`src/rtl/pwm_capture.sv`:
```
// PWM capture: synchronizes an asynchronous PWM line and measures its high time and period
// in clk cycles. A loss-of-signal timeout covers a line stuck at either level.
module pwm_capture #(
  parameter int          SYNC_STAGES = 2,
  parameter logic [31:0] TIMEOUT     = 32'd2_000_000
) (
  input  logic        clk,
  input  logic        reset,
  input  logic        enable,
  input  logic        pwm_in,
  output logic [31:0] hi_out,
  output logic [31:0] period_out,
  output logic        sample_valid,
  output logic        signal_lost,
  output logic [1:0]  state
);

  typedef enum logic [1:0] {
    IDLE = 2'd0,
    HIGH = 2'd1,
    LOW  = 2'd2
  } state_t;

  state_t            st, st_n;
  logic [SYNC_STAGES-1:0] sync_ff;
  logic              sync_q, sync_d;
  logic              rise, fall;
  logic [31:0]       cnt, cnt_n, cnt_inc;
  logic [31:0]       hi_latch, hi_latch_n;
  logic [31:0]       hi_n, period_n;
  logic              valid_n, lost_n;
  logic              timeout_hit;

  assign sync_q = sync_ff[SYNC_STAGES-1];
  assign rise   = sync_q & ~sync_d;
  assign fall   = ~sync_q & sync_d;
  assign state  = st;

  // Synchronizer runs independently of enable so a re-enable sees a settled line.
  always_ff @(posedge clk or posedge reset) begin
    if (reset) begin
      sync_ff <= '0;
      sync_d  <= 1'b0;
    end else begin
      sync_ff <= {sync_ff[SYNC_STAGES-2:0], pwm_in};
      sync_d  <= sync_q;
    end
  end

  assign cnt_inc     = (cnt == 32'hFFFF_FFFF) ? cnt : cnt + 32'd1;
  assign timeout_hit = (cnt == TIMEOUT);

  always_comb begin
    st_n       = st;
    cnt_n      = cnt;
    hi_latch_n = hi_latch;
    hi_n       = hi_out;
    period_n   = period_out;
    valid_n    = 1'b0;
    lost_n     = signal_lost;
    if (!enable) begin
      st_n   = IDLE;
      cnt_n  = 32'd0;
      lost_n = 1'b0;
    end else begin
      case (st)
        IDLE: begin
          if (rise) begin
            cnt_n = 32'd1;
            st_n  = HIGH;
          end
        end
        HIGH: begin
          cnt_n = cnt_inc;
          if (fall) begin
            hi_latch_n = cnt;
            st_n       = LOW;
          end else if (timeout_hit) begin
            lost_n = 1'b1;
            cnt_n  = 32'd0;
            st_n   = IDLE;
          end
        end
        LOW: begin
          cnt_n = cnt_inc;
          if (rise) begin
            period_n = cnt;
            hi_n     = hi_latch;
            valid_n  = 1'b1;
            lost_n   = 1'b0;
            cnt_n    = 32'd1;
            st_n     = HIGH;
          end else if (timeout_hit) begin
            lost_n = 1'b1;
            cnt_n  = 32'd0;
            st_n   = IDLE;
          end
        end
        default: begin
          st_n  = IDLE;
          cnt_n = 32'd0;
        end
      endcase
    end
  end

  always_ff @(posedge clk or posedge reset) begin
    if (reset) begin
      st           <= IDLE;
      cnt          <= 32'd0;
      hi_latch     <= 32'd0;
      hi_out       <= 32'd0;
      period_out   <= 32'd0;
      sample_valid <= 1'b0;
      signal_lost  <= 1'b0;
    end else begin
      st           <= st_n;
      cnt          <= cnt_n;
      hi_latch     <= hi_latch_n;
      hi_out       <= hi_n;
      period_out   <= period_n;
      sample_valid <= valid_n;
      signal_lost  <= lost_n;
    end
  end

endmodule

```
`config.mk`:
```
export PLATFORM = sky130hd
export DESIGN_NAME = pwm_capture
export DESIGN_NICKNAME = d
export VERILOG_FILES = /design/src/rtl/pwm_capture.sv
export SDC_FILE = /design/constraint.sdc
export NUM_CORES = 1
export LEC_CHECK = 0
export BUFFER_PORTS_ARGS = -buffer_cell sky130_fd_sc_hd__buf_2
export CORE_AREA = 2 2 94 132
export CTS_CLUSTER_DIAMETER = 150
export DETAILED_ROUTE_END_ITERATION = 7
export DIE_AREA = 0 0 96 134
export PLACE_DENSITY = 0.84
export SLEW_MARGIN = 20
export SYNTH_ARGS = -nofsm -noshare
export SYNTH_HDL_FRONTEND = slang
export SYNTH_SLANG_ARGS = --single-unit
```
`constraint.sdc`:
```
create_clock -name clk -period 3.5 [get_ports clk]
set_input_delay 0 -clock clk [delete_from_list [all_inputs] [get_ports clk]]
set_output_delay 0 -clock clk [all_outputs]
set_load 0.005 [all_outputs]
```
==> results.tsv <==
metric	value	unit
Die W	96	µm
post-synth cell types	50	
Max H-tree Level	4	
Setup Buffers After CTS	0	
Startpoint Class	register	
sequential area share after synthesis	0.571	
vias per cell	5.65	
worst min path class	in2reg	
final WL	14.2	mm
commonest register cell after synthesis	dfrtp_1	
Wirelength per Cell	16.9	µm
first-pass GRT wire length	23.4	mm
DR pass1 iterations	5	
area grow syn2layout	18.4	%
Fin. Hold Viols	0	
logic gate share of total power	0.033	
grt met1 use	0.290	
I/O Pins	72	
GR Util met2	0.394	
share of post-route cells with drive strength above 1	0.205	
cell-internal power	2840	µW
worst-skew pair later-pin latency	0.42	ns
Arrival @ worst endpoint	3.25	ns
met3 global-route usage	0.0556	
register area	3380	µm²
most common library cells after synthesis	nand2_1 (217), dfrtp_1 (135), clkbuf_1 (28), o21ai_0 (28), nand3_1 (27)	
busiest grt layer	met2	
gr usage total	0.238	
Largest stage delay, worst path	0.55	ns
Reg power frac	0.446	
switching portion of total power	0.205	
post-route ant nets	0	
maximum clock insertion buffer count	2	
top-count cell post-synth	nand2_1	
critical path fanouts, max	37	
DRC errors left	0	
DP HPWL	9.20	mm
max-cap violation count	0	
TNS Setup	0	ns
CTS Hold Bufs	3	
Multi-input gate area	2320	µm²
initial antenna violation count	0	
Synth area leader	dfrtp_1	
fin crit share	0.838	
Resize count post-CTS	0	
Slew headroom	0.331	
clk_skew	0.00936	ns
f_max	341	MHz
core box area	11700	µm²
kind of end point of the critical path	register	
Syn Inst Count	623	
input/output buffers	71	
Final Setup Violations	0	
DR vias	4737	
Setup CP Type	reg2reg	
root buffer cell	clkbuf_16	
vias in the first global route	4658	
Layout fillers	997	
CTS tree	built	
syn nets	629	
ranking of synthesized cells by area	dfrtp_1 (57%), nand2_1 (14%), mux2_2 (4.8%), o21ai_0 (2.4%), nand3_1 (2.3%)	
Syn Area/Cell	9.49	µm²
CTS Buf Count	17	
Net Switching	734	µW
Pleak	0.00367	µW
ANT cells	0	
Clk pin slew, worst setup/hold paths	0.05	ns
clock sink count	135	
die area	12900	µm²
Cell Rows	47	
Clk pwr share	0.521	
Final nets	685	
post-synthesis instance area	5910	µm²
Die Ht	134	µm
pwr dens	511	nW/µm²
design area	7000	µm²
DP Area	6340	µm²
Initial DRC Count	424	
largest net degree at the start of global routing	101	
status	finished clean	
Least-Margin Pin Slew	1.00	ns
unrepaired setup endpoints after global routing	no	
Final Slew Violations	0	
share of the synthesized area in the top cell type	0.571	
slowest CP cell	a21boi_2	
ys async rst share	1.00	
Tmin final	2.93	ns
VDD IR max	0.000341	V
Post-synth EDFFs	0	
cells along the critical path	inv_1 > ha_1 > nor4b_1 > nand4_1 > o21ai_0 > a21boi_2 > buf_4 > inv_1 > o31ai_1	
worst endpoint required time	3.82	ns
Synth Register Bits	135	
Yosys warnings	0	
global route overflow	0	
CP dominant cell by count	inv_1	
gp weighted congestion	0.891	
Starting Density	0.505	
state kept, by name, indices dropped and copies added, names as in the netlist:
signal / flops
sync_ff: 2
sync_d: 1
sample_valid: 1
cnt: 32
state: 2
signal_lost: 1
hi_out: 32
hi_latch: 32
period_out: 32
power groups by stage:
stage	Combinational, µW	Clock, µW	Sequential [µW]
after CTS	120	1890	1600
after floorplan	83.4	0	1610
final	118	1860	1600
after global placement	112	0	1620
after global routing	135	1960	1600
after detailed placement	116	0	1620
cell families (layout without fill, tap and decap cells):
| kind of cell | Yosys count | count (layout) | share of synthesized area |
|---|---|---|---|
| adders and majority gates | 2 | 2 | 0.00423 |
| muxes | 26 | 26 | 0.0493 |
| buffers and inverters | 54 | 123 | 0.0389 |
| and+or+nand+nor | 318 | 318 | 0.243 |
| AOI/OAI and AO/OA | 85 | 85 | 0.0887 |
| xor gates and xnor gates | 3 | 3 | 0.00445 |
| DFF | 135 | 135 | 0.571 |
path summary, 6_finish.rpt:
kind	startpoint	to	slack, ns	depth (start not counted)
setup / recovery	cnt[0]	cnt[5]	0.57	9
hold / removal	pwm_in	sync_ff[0]	0.23	2
setup reg to reg	cnt[0]	cnt[5]	0.57	9
hold reg to reg	sync_ff[0]	sync_ff[1]	0.35	0
max in group asynchronous	reset	hi_latch[1]	2.28	4
min in group asynchronous	reset	period_out[27]	0.27	3
metrics by stage:
step / total power (µW) / hold WS (ns) / utilization / instances / setup WS [ns]
final: 3580 / 0.226 / 0.598 / 839 / 0.568
after global routing: 3690 / 0.217 / 0.598 / 839 / 0.250
after CTS: 3610 / 0.212 / 0.598 / 839 / 0.582
after detailed placement: 1740 / 0.113 / 0.542 / 804 / 0.574
after global placement: 1740 / 0.111 / 0.542 / 804 / 0.663
after floorplan: 1700 / 0.0314 / - / 623 / 1.31
cells in the final DEF, fill, tap and decap left out, types with 4 or more instances in the layout:
cell / n
nand2_1: 217
dfrtp_1: 135
buf_2: 71
o21ai_0: 28
mux2_2: 25
nand3_1: 25
a31oi_1: 21
a21oi_1: 17
clkbuf_16: 17
nor2_1: 14
and3_1: 13
inv_1: 10
nor3_1: 7
clkbuf_8: 6
nor2b_1: 5
nand4_1: 5
nand2b_1: 5
nand3b_1: 4
buf_4: 4
worst max-delay path: cells and delay by family (launching register included):
family	cells	cell delay, ns
and+or+nand+nor	2	0.36
DFF	1	0.47
adders and majority gates	1	0.24
AOI/OAI and AO/OA	3	0.97
buffers and inverters	3	0.78
final cells by class:
type | count | area share
multi-input combinational | 434 | 0.332
clock inverter | 7 | 0.0163
timing repair buffer | 79 | 0.0622
tap | 147 | 0.0263
clock buffer | 25 | 0.0737
inverter | 12 | 0.00697
sequential | 135 | 0.483
routing by layer:
metal | vias up | share of wire
met5 | - | 0
met4 | 0 | 0.025
met3 | 26 | 0.047
met2 | 143 | 0.53
met1 | 2359 | 0.40
li1 | 2209 | -
Power figures use the tool's default switching activity.
